===== config.mk =====
export PLATFORM = sky130hd
export DESIGN_NAME = wb_ddr3_arbiter_flat
export DESIGN_NICKNAME = d
export VERILOG_FILES = /design/src/rtl/wb_ddr3_arbiter_pkg.sv /design/src/rtl/wb_ddr3_arbiter_if.sv /design/src/rtl/wb_ddr3_arbiter_tracker.sv /design/src/rtl/wb_ddr3_arbiter.sv /design/src/flat_wrapper.sv
export SDC_FILE = /design/constraint.sdc
export NUM_CORES = 1
export LEC_CHECK = 0
export CAP_MARGIN = 20
export CORE_AREA = 5 5 125 127
export CTS_CLUSTER_DIAMETER = 60
export CTS_CLUSTER_SIZE = 40
export DETAILED_ROUTE_END_ITERATION = 10
export DIE_AREA = 0 0 130 132
export SLEW_MARGIN = 20
export SYNTH_ARGS = -nofsm -noshare
export SYNTH_HDL_FRONTEND = slang
export SYNTH_SLANG_ARGS = --single-unit

===== constraint.sdc =====
create_clock -name clk_i -period 3.3 [get_ports clk_i]
set_input_delay 0.495 -clock clk_i [delete_from_list [all_inputs] [get_ports clk_i]]
set_output_delay 0.495 -clock clk_i [all_outputs]
set_load 0.005 [all_outputs]

===== src/rtl/wb_ddr3_arbiter_pkg.sv =====
// Shared types and constants for the two-master DDR3 Wishbone arbiter.
// The watchdog is built only when WB_ARB_TIMEOUT_EN is defined.
package platform_pkg;

  typedef enum logic [1:0] {
    IDLE   = 2'd0,
    GRANT0 = 2'd1,
    GRANT1 = 2'd2
  } arb_state_t;

  localparam int DEFAULT_TIMEOUT_CYCLES = 1024;

  // Counter width that can hold the value MAX_OUTSTANDING itself.
  function automatic int outstanding_w(input int max_out);
    return $clog2(max_out) + 1;
  endfunction

endpackage


===== src/rtl/wb_ddr3_arbiter_if.sv =====
// Pipelined Wishbone bus bundle with master/slave modports.
// Handshake: a request transfers on a cycle with cyc & stb & ~stall; every transfer completes with exactly one of ack/err/rty in a later cycle while cyc stays high.
interface wishbone_if #(
  parameter int ADDRESS_WIDTH = 32,
  parameter int DATA_WIDTH    = 32
);
  logic                      cyc;
  logic                      stb;
  logic                      we;
  logic [ADDRESS_WIDTH-1:0]  addr;
  logic [DATA_WIDTH-1:0]     wdata;
  logic [DATA_WIDTH/8-1:0]   sel;
  logic                      stall;
  logic                      ack;
  logic                      err;
  logic                      rty;
  logic [DATA_WIDTH-1:0]     rdata;

  modport master (
    output cyc, stb, we, addr, wdata, sel,
    input  stall, ack, err, rty, rdata
  );

  modport slave (
    input  cyc, stb, we, addr, wdata, sel,
    output stall, ack, err, rty, rdata
  );
endinterface


===== src/rtl/wb_ddr3_arbiter_tracker.sv =====
// Outstanding-request counter for the current grant: full flag, underflow guard,
// and (with WB_ARB_TIMEOUT_EN) a no-response watchdog.
module wb_outstanding_tracker
  import platform_pkg::*;
#(
  parameter int MAX_OUTSTANDING = 8,
  parameter int TIMEOUT_CYCLES  = DEFAULT_TIMEOUT_CYCLES
) (
  input  logic clk,
  input  logic rst_n,
  input  logic clear,
  input  logic in_grant,
  input  logic accept,
  input  logic resp,
  output logic full,
  output logic resp_ok
`ifdef WB_ARB_TIMEOUT_EN
  ,output logic timeout
`endif
);
  localparam int CW = outstanding_w(MAX_OUTSTANDING);

  logic [CW-1:0] count;

  // A response with nothing outstanding belongs to an aborted grant.
  assign resp_ok = resp & (count != '0);
  assign full    = (count == CW'(MAX_OUTSTANDING));

  always_ff @(posedge clk or negedge rst_n) begin
    if (!rst_n) begin
      count <= '0;
    end else if (clear) begin
      count <= '0;
    end else if (accept && !resp_ok) begin
      count <= count + CW'(1);
    end else if (!accept && resp_ok) begin
      count <= count - CW'(1);
    end
  end

`ifdef WB_ARB_TIMEOUT_EN
  localparam int TW = $clog2(TIMEOUT_CYCLES) + 1;

  logic [TW-1:0] wd_count;
  logic          wd_run;

  assign wd_run  = in_grant & (count != '0) & ~resp;
  assign timeout = wd_run & (wd_count == TW'(TIMEOUT_CYCLES - 1));

  always_ff @(posedge clk or negedge rst_n) begin
    if (!rst_n) begin
      wd_count <= '0;
    end else if (!wd_run || timeout) begin
      wd_count <= '0;
    end else begin
      wd_count <= wd_count + TW'(1);
    end
  end
`endif

endmodule


===== src/rtl/wb_ddr3_arbiter.sv =====
// Two-master to one-slave pipelined Wishbone arbiter in front of the DDR3 upsizer.
// Round-robin grant held for a whole cyc; WB_ARB_TIMEOUT_EN adds a watchdog and timeout_o.
module wb_ddr3_arbiter
  import platform_pkg::*;
#(
  parameter int ADDRESS_WIDTH   = 32,
  parameter int DATA_WIDTH      = 32,
  parameter int MAX_OUTSTANDING = 8,
  parameter int TIMEOUT_CYCLES  = DEFAULT_TIMEOUT_CYCLES
) (
  input  logic        clk_i,
  input  logic        rstn_i,
  wishbone_if.slave   m0_wb_if,
  wishbone_if.slave   m1_wb_if,
  wishbone_if.master  s_wb_if,
  output logic [1:0]  grant_o
`ifdef WB_ARB_TIMEOUT_EN
  ,output logic       timeout_o
`endif
);
  arb_state_t state;
  logic       last_owner;
  logic       in_grant;
  logic       own_cyc;
  logic       release_now;
  logic       clear;
  logic       accept;
  logic       resp;
  logic       full;
  logic       resp_ok;
  logic       timeout;

  assign in_grant    = (state != IDLE);
  assign own_cyc     = (state == GRANT1) ? m1_wb_if.cyc : m0_wb_if.cyc;
  assign release_now = in_grant & (~own_cyc | timeout);
  assign clear       = ~in_grant | release_now;
  assign accept      = s_wb_if.stb & ~s_wb_if.stall;
  assign resp        = s_wb_if.ack | s_wb_if.err | s_wb_if.rty;

  wb_outstanding_tracker #(
    .MAX_OUTSTANDING (MAX_OUTSTANDING),
    .TIMEOUT_CYCLES  (TIMEOUT_CYCLES)
  ) u_tracker (
    .clk      (clk_i),
    .rst_n    (rstn_i),
    .clear    (clear),
    .in_grant (in_grant),
    .accept   (accept),
    .resp     (resp),
    .full     (full),
    .resp_ok  (resp_ok)
`ifdef WB_ARB_TIMEOUT_EN
    ,.timeout (timeout)
`endif
  );

`ifdef WB_ARB_TIMEOUT_EN
  assign timeout_o = timeout;
`else
  assign timeout = 1'b0;
`endif

  // Ties between simultaneous requesters go to whoever did not own the bus last.
  always_ff @(posedge clk_i or negedge rstn_i) begin
    if (!rstn_i) begin
      state      <= IDLE;
      last_owner <= 1'b1;
      grant_o    <= 2'b00;
    end else begin
      case (state)
        IDLE: begin
          if (m0_wb_if.cyc && (!m1_wb_if.cyc || last_owner)) begin
            state      <= GRANT0;
            last_owner <= 1'b0;
            grant_o    <= 2'b01;
          end else if (m1_wb_if.cyc) begin
            state      <= GRANT1;
            last_owner <= 1'b1;
            grant_o    <= 2'b10;
          end
        end
        GRANT0, GRANT1: begin
          if (release_now) begin
            state   <= IDLE;
            grant_o <= 2'b00;
          end
        end
        default: begin
          state   <= IDLE;
          grant_o <= 2'b00;
        end
      endcase
    end
  end

  always_comb begin
    s_wb_if.cyc    = 1'b0;
    s_wb_if.stb    = 1'b0;
    s_wb_if.we     = 1'b0;
    s_wb_if.addr   = '0;
    s_wb_if.wdata  = '0;
    s_wb_if.sel    = '0;
    m0_wb_if.stall = 1'b1;
    m0_wb_if.ack   = 1'b0;
    m0_wb_if.err   = 1'b0;
    m0_wb_if.rty   = 1'b0;
    m0_wb_if.rdata = '0;
    m1_wb_if.stall = 1'b1;
    m1_wb_if.ack   = 1'b0;
    m1_wb_if.err   = 1'b0;
    m1_wb_if.rty   = 1'b0;
    m1_wb_if.rdata = '0;
    if (state == GRANT0) begin
      s_wb_if.cyc    = m0_wb_if.cyc & ~timeout;
      s_wb_if.stb    = m0_wb_if.cyc & m0_wb_if.stb & ~full & ~timeout;
      s_wb_if.we     = m0_wb_if.we;
      s_wb_if.addr   = m0_wb_if.addr;
      s_wb_if.wdata  = m0_wb_if.wdata;
      s_wb_if.sel    = m0_wb_if.sel;
      m0_wb_if.stall = s_wb_if.stall | full;
      m0_wb_if.ack   = s_wb_if.ack & resp_ok;
      m0_wb_if.err   = (s_wb_if.err & resp_ok) | timeout;
      m0_wb_if.rty   = s_wb_if.rty & resp_ok;
      m0_wb_if.rdata = s_wb_if.rdata;
    end else if (state == GRANT1) begin
      s_wb_if.cyc    = m1_wb_if.cyc & ~timeout;
      s_wb_if.stb    = m1_wb_if.cyc & m1_wb_if.stb & ~full & ~timeout;
      s_wb_if.we     = m1_wb_if.we;
      s_wb_if.addr   = m1_wb_if.addr;
      s_wb_if.wdata  = m1_wb_if.wdata;
      s_wb_if.sel    = m1_wb_if.sel;
      m1_wb_if.stall = s_wb_if.stall | full;
      m1_wb_if.ack   = s_wb_if.ack & resp_ok;
      m1_wb_if.err   = (s_wb_if.err & resp_ok) | timeout;
      m1_wb_if.rty   = s_wb_if.rty & resp_ok;
      m1_wb_if.rdata = s_wb_if.rdata;
    end
  end

endmodule


===== src/flat_wrapper.sv =====
// flat-port wrapper written by rule: the top's interface ports become plain ports
module wb_ddr3_arbiter_flat import platform_pkg::*;
#(
  parameter int ADDRESS_WIDTH   = 32,
  parameter int DATA_WIDTH      = 32,
  parameter int MAX_OUTSTANDING = 8,
  parameter int TIMEOUT_CYCLES  = DEFAULT_TIMEOUT_CYCLES
)
  (clk_i, rstn_i, grant_o, m0_wb_if_cyc, m0_wb_if_stb, m0_wb_if_we, m0_wb_if_addr, m0_wb_if_wdata, m0_wb_if_sel, m0_wb_if_stall, m0_wb_if_ack, m0_wb_if_err, m0_wb_if_rty, m0_wb_if_rdata, m1_wb_if_cyc, m1_wb_if_stb, m1_wb_if_we, m1_wb_if_addr, m1_wb_if_wdata, m1_wb_if_sel, m1_wb_if_stall, m1_wb_if_ack, m1_wb_if_err, m1_wb_if_rty, m1_wb_if_rdata, s_wb_if_cyc, s_wb_if_stb, s_wb_if_we, s_wb_if_addr, s_wb_if_wdata, s_wb_if_sel, s_wb_if_stall, s_wb_if_ack, s_wb_if_err, s_wb_if_rty, s_wb_if_rdata);
  wishbone_if #(.ADDRESS_WIDTH(ADDRESS_WIDTH), .DATA_WIDTH(DATA_WIDTH)) m0_wb_if_i ();
  wishbone_if #(.ADDRESS_WIDTH(ADDRESS_WIDTH), .DATA_WIDTH(DATA_WIDTH)) m1_wb_if_i ();
  wishbone_if #(.ADDRESS_WIDTH(ADDRESS_WIDTH), .DATA_WIDTH(DATA_WIDTH)) s_wb_if_i ();
  input  logic clk_i;
  input  logic rstn_i;
  output logic [1:0] grant_o;
  input wire logic [$bits(m0_wb_if_i.cyc)-1:0] m0_wb_if_cyc;
  input wire logic [$bits(m0_wb_if_i.stb)-1:0] m0_wb_if_stb;
  input wire logic [$bits(m0_wb_if_i.we)-1:0] m0_wb_if_we;
  input wire logic [$bits(m0_wb_if_i.addr)-1:0] m0_wb_if_addr;
  input wire logic [$bits(m0_wb_if_i.wdata)-1:0] m0_wb_if_wdata;
  input wire logic [$bits(m0_wb_if_i.sel)-1:0] m0_wb_if_sel;
  output wire logic [$bits(m0_wb_if_i.stall)-1:0] m0_wb_if_stall;
  output wire logic [$bits(m0_wb_if_i.ack)-1:0] m0_wb_if_ack;
  output wire logic [$bits(m0_wb_if_i.err)-1:0] m0_wb_if_err;
  output wire logic [$bits(m0_wb_if_i.rty)-1:0] m0_wb_if_rty;
  output wire logic [$bits(m0_wb_if_i.rdata)-1:0] m0_wb_if_rdata;
  input wire logic [$bits(m1_wb_if_i.cyc)-1:0] m1_wb_if_cyc;
  input wire logic [$bits(m1_wb_if_i.stb)-1:0] m1_wb_if_stb;
  input wire logic [$bits(m1_wb_if_i.we)-1:0] m1_wb_if_we;
  input wire logic [$bits(m1_wb_if_i.addr)-1:0] m1_wb_if_addr;
  input wire logic [$bits(m1_wb_if_i.wdata)-1:0] m1_wb_if_wdata;
  input wire logic [$bits(m1_wb_if_i.sel)-1:0] m1_wb_if_sel;
  output wire logic [$bits(m1_wb_if_i.stall)-1:0] m1_wb_if_stall;
  output wire logic [$bits(m1_wb_if_i.ack)-1:0] m1_wb_if_ack;
  output wire logic [$bits(m1_wb_if_i.err)-1:0] m1_wb_if_err;
  output wire logic [$bits(m1_wb_if_i.rty)-1:0] m1_wb_if_rty;
  output wire logic [$bits(m1_wb_if_i.rdata)-1:0] m1_wb_if_rdata;
  output wire logic [$bits(s_wb_if_i.cyc)-1:0] s_wb_if_cyc;
  output wire logic [$bits(s_wb_if_i.stb)-1:0] s_wb_if_stb;
  output wire logic [$bits(s_wb_if_i.we)-1:0] s_wb_if_we;
  output wire logic [$bits(s_wb_if_i.addr)-1:0] s_wb_if_addr;
  output wire logic [$bits(s_wb_if_i.wdata)-1:0] s_wb_if_wdata;
  output wire logic [$bits(s_wb_if_i.sel)-1:0] s_wb_if_sel;
  input wire logic [$bits(s_wb_if_i.stall)-1:0] s_wb_if_stall;
  input wire logic [$bits(s_wb_if_i.ack)-1:0] s_wb_if_ack;
  input wire logic [$bits(s_wb_if_i.err)-1:0] s_wb_if_err;
  input wire logic [$bits(s_wb_if_i.rty)-1:0] s_wb_if_rty;
  input wire logic [$bits(s_wb_if_i.rdata)-1:0] s_wb_if_rdata;
  assign m0_wb_if_i.cyc = m0_wb_if_cyc;
  assign m0_wb_if_i.stb = m0_wb_if_stb;
  assign m0_wb_if_i.we = m0_wb_if_we;
  assign m0_wb_if_i.addr = m0_wb_if_addr;
  assign m0_wb_if_i.wdata = m0_wb_if_wdata;
  assign m0_wb_if_i.sel = m0_wb_if_sel;
  assign m0_wb_if_stall = m0_wb_if_i.stall;
  assign m0_wb_if_ack = m0_wb_if_i.ack;
  assign m0_wb_if_err = m0_wb_if_i.err;
  assign m0_wb_if_rty = m0_wb_if_i.rty;
  assign m0_wb_if_rdata = m0_wb_if_i.rdata;
  assign m1_wb_if_i.cyc = m1_wb_if_cyc;
  assign m1_wb_if_i.stb = m1_wb_if_stb;
  assign m1_wb_if_i.we = m1_wb_if_we;
  assign m1_wb_if_i.addr = m1_wb_if_addr;
  assign m1_wb_if_i.wdata = m1_wb_if_wdata;
  assign m1_wb_if_i.sel = m1_wb_if_sel;
  assign m1_wb_if_stall = m1_wb_if_i.stall;
  assign m1_wb_if_ack = m1_wb_if_i.ack;
  assign m1_wb_if_err = m1_wb_if_i.err;
  assign m1_wb_if_rty = m1_wb_if_i.rty;
  assign m1_wb_if_rdata = m1_wb_if_i.rdata;
  assign s_wb_if_cyc = s_wb_if_i.cyc;
  assign s_wb_if_stb = s_wb_if_i.stb;
  assign s_wb_if_we = s_wb_if_i.we;
  assign s_wb_if_addr = s_wb_if_i.addr;
  assign s_wb_if_wdata = s_wb_if_i.wdata;
  assign s_wb_if_sel = s_wb_if_i.sel;
  assign s_wb_if_i.stall = s_wb_if_stall;
  assign s_wb_if_i.ack = s_wb_if_ack;
  assign s_wb_if_i.err = s_wb_if_err;
  assign s_wb_if_i.rty = s_wb_if_rty;
  assign s_wb_if_i.rdata = s_wb_if_rdata;
  wb_ddr3_arbiter #(.ADDRESS_WIDTH(ADDRESS_WIDTH), .DATA_WIDTH(DATA_WIDTH), .MAX_OUTSTANDING(MAX_OUTSTANDING), .TIMEOUT_CYCLES(TIMEOUT_CYCLES)) u_core (.clk_i(clk_i), .rstn_i(rstn_i), .m0_wb_if(m0_wb_if_i), .m1_wb_if(m1_wb_if_i), .s_wb_if(s_wb_if_i), .grant_o(grant_o));
endmodule

==> impl_metrics.csv <==
group,metric,value,unit
setup_path,setup.worst_path.start_class,"flop",
sta,rsz0062_at_grt,"no",
pwr,pwr-share-clk,7.1,%
detailed_routing,vias_per_cell,4.14,
detailed_routing,drt_iter0_drc,116,
sta,final_hold_viol_count,0,
sta,timing.fmax,335,MHz
clock_tree,cts_tree,"built",
pwr,combPwrFrac,87.5,%
layout,diodes,0,
global_routing,grt_usage,13.4,%
clock_tree,cts_setup_buffers,0,
floorplan,die_h,132,um
clock_tree,root_buffer,"clkbuf_16",
detailed_routing,post-route-drc-count,0,
detailed_routing,firstDrtPassIters,4,
clock_tree,clock_latency,0.23,ns
global_routing,antenna_found_initial,0,
pwr,powerDensity,546,nW/um^2
setup_path,crit_family,"buffers and inverters",
floorplan,dieArea,17200,sq um
clock_tree,cts_made_buffers,3,
layout,final_nets,857,
detailed_routing,antenna_left,0,
sta,finalCritPeriodShare,90.4,%
floorplan,ios,325,
pwr,p_seq_share,5.4,%
sta,setup_tns,0,ns
sta,tightestPinTransition,0.647,ns
sta,setup-violations-final,0,
global_routing,grt_pass1_wl,18.7,mm
setup_path,path_max_fanout,41,
clock_tree,clkTransAtPathRegs,0.04,ns
yosys,synth_area,2000,sq um
setup_path,cpPeakStageDelay,0.54,ns
global_routing,grt_max_degree,93,
pwr,internal_power,1.78,mW
sta,worst_hold_slack,0.537,ns
floorplan,coreArea,14300,sq um
global_routing,grt_pass1_vias,3550,
setup_path,crit_arrival,2.49,ns
yosys,syn_inst,368,
detailed_routing,vias,3534,
layout,layout-drive-gt1-share,2.24,%
clock_tree,ctsResizeCount,0,
floorplan,initial_core_util,14.0,%
floorplan,rows,44,
place,io_buffers,324,
pwr,power.leakage,2.03,nW
setup_path,worst_setup_path_end_kind,"output port",
detailed_routing,wl_per_cell,14.9,um
sta,fin_worst_skew,0.000489,ns
floorplan,die_x,130,um
yosys,netlist_top_cells_area,"nand2_1 25%, and2_1 20%, o21ai_0 17%, dfrtp_1 7.5%, buf_2 4.3%",
yosys,yosys_warnings,0,
setup_path,cp_slowest_cell,"clkdlybuf4s50_1",
setup_path,crit_type,"reg2out",
pwr,p_sw,1.21,mW
sta,fin_crit,2.98,ns
yosys,yosys.cell_types.count,33,
yosys,syn_area_per_cell,5.43,sq um
detailed_routing,wl,12.7,mm
worst_hold_path,hp-class,"in2async",
status,outcome,"finished, final reports clean",
global_routing,grt_remaining_overflow,0,
clock_tree,cts_buffer_depth,2,
yosys,ys_seq_area_share,8.83,%
place,routabilityCongestion,0.837,
setup_path,critPathBufInv,4,
pwr,switching_share,40.3,%
layout,area_delta_synth_final,174,%
pwr,peakVddDrop,288,uV
setup_path,cp_common_cell,"buf_4",
yosys,synth_top_area_share,25.4,%
clock_tree,cts_htree_levels,1,
clock_tree,ctsHoldBuffers,0,
yosys,synth_top_cell_by_area,"nand2_1",
yosys,postSynthNetCount,555,
place,dp_hpwl,10.8,mm
sta,slew_headroom,56.9,%
sta,slew_violations,0,
job,maxCapViolations,0,
setup_path,crit_chain,"inv_1 > ha_2 > buf_4 > nor2b_2 > buf_4 > a22o_1 > clkdlybuf4s50_1",
yosys,synth_seq_cells,7,
layout,nFillCells,1447,
setup_path,worst-endpoint-required,2.80,ns
clock_tree,cts_num_sinks,7,
through the flow:
step | util (%) | std cells | total power, mW | setup slack, ns | area (sq um)
final | 38.2 | 853 | 2.99 | 0.317 | 5470
after global routing | 38.2 | 853 | 3.26 | 0.158 | 5470
after CTS | 38.2 | 853 | 3.04 | 0.272 | 5470
after detailed placement | 37.7 | 849 | 2.80 | 0.323 | 5400
after global placement | 37.7 | 849 | 2.78 | 0.386 | 5400
after floorplan | - | 368 | 1.25 | 0.832 | 2000
layout make-up:
cell class	instances	area (sq um)	area share [%]
multi-input cells	320	1660	30.4
repair buffers	329	3290	60.2
well taps	184	230	4.21
flip-flops and latches	7	176	3.22
inverters	9	33.8	0.617
clock buffers	4	78.8	1.44
power by group through the flow:
stage	clock (mW)	sequential (mW)	combinational, mW
final	0.212	0.161	2.62
after global routing	0.219	0.165	2.87
after CTS	0.215	0.161	2.66
after detailed placement	0	0.162	2.64
after global placement	0	0.160	2.62
after floorplan	0	0.152	1.10
cells by family after synthesis:
family / Yosys count / share of synthesized area [%]
buf+inv: 41 / 8.83
mux: 1 / 0.501
simple gates: 221 / 51.3
fa+ha+maj: 7 / 4.76
flops: 7 / 8.83
compound gates: 89 / 24.9
xor+xnor: 2 / 0.877
metal layers:
layer | GRT usage (%) | up-vias | part of all wire [%]
met4 | 3.52 | 0 | 2.3
met5 | 0 | - | 0
met1 | 14.2 | 1533 | 37
met3 | 3.85 | 21 | 10
met2 | 25.6 | 191 | 51
li1 | - | 1789 | -
registers in the layout, summed over array words and instances (netlist names):
signal and count:
u_core.last_owner 1, u_core.u_tracker.count 4, u_core.grant_o 2
cells in the final DEF (no fill, tap or decap), types with 2 or more instances in the layout:
master	count
a21oi_1	6
a22o_1	5
a31oi_1	2
and2_1	64
and3_1	6
buf_4	4
clkbuf_16	3
clkdlybuf4s50_1	324
dfrtp_1	6
ha_1	4
inv_1	9
nand2_1	135
nand3_1	2
nor2_1	8
nor2b_1	2
o21ai_0	67
xor2_1	2
cell usage after synthesis, drive strengths merged:
cell type,n
o221ai,1
a21oi,6
a211oi,1
a31o,1
and2,64
nor2b,3
a22oi,1
nor3,1
and3,6
buf,18
clkbuf,14
ha,6
nor2,8
o21a,1
a22o,5
nand2,135
nand3,2
or2,1
xor2,2
a211o,1
o22ai,1
fa,1
o21ai,67
mux2i,1
a21o,1
dfrtp,6
a31oi,2
o31ai,1
dfstp,1
inv,9
nor3b,1
worst paths after layout:
| check | end | from | slack, ns | cells past startpoint |
|---|---|---|---|---|
| max in group asynchronous | u_core.last_owner$_DFFE_PN1P_ | rstn_i | 2.45 | 1 |
| setup / recovery | s_wb_if_we | u_core.grant_o[0]$_DFFE_PN0P_ | 0.32 | 7 |
| hold reg to reg | u_core.last_owner$_DFFE_PN1P_ | u_core.last_owner$_DFFE_PN1P_ | 0.54 | 2 |
| hold / removal | u_core.grant_o[1]$_DFFE_PN0P_ | rstn_i | 0.54 | 1 |
| setup reg to reg | u_core.u_tracker.count[3]$_DFFE_PN0P_ | u_core.grant_o[0]$_DFFE_PN0P_ | 0.66 | 13 |
| min in group clk_i | u_core.last_owner$_DFFE_PN1P_ | u_core.last_owner$_DFFE_PN1P_ | 0.54 | 2 |
(Power assumes the default switching activity.)
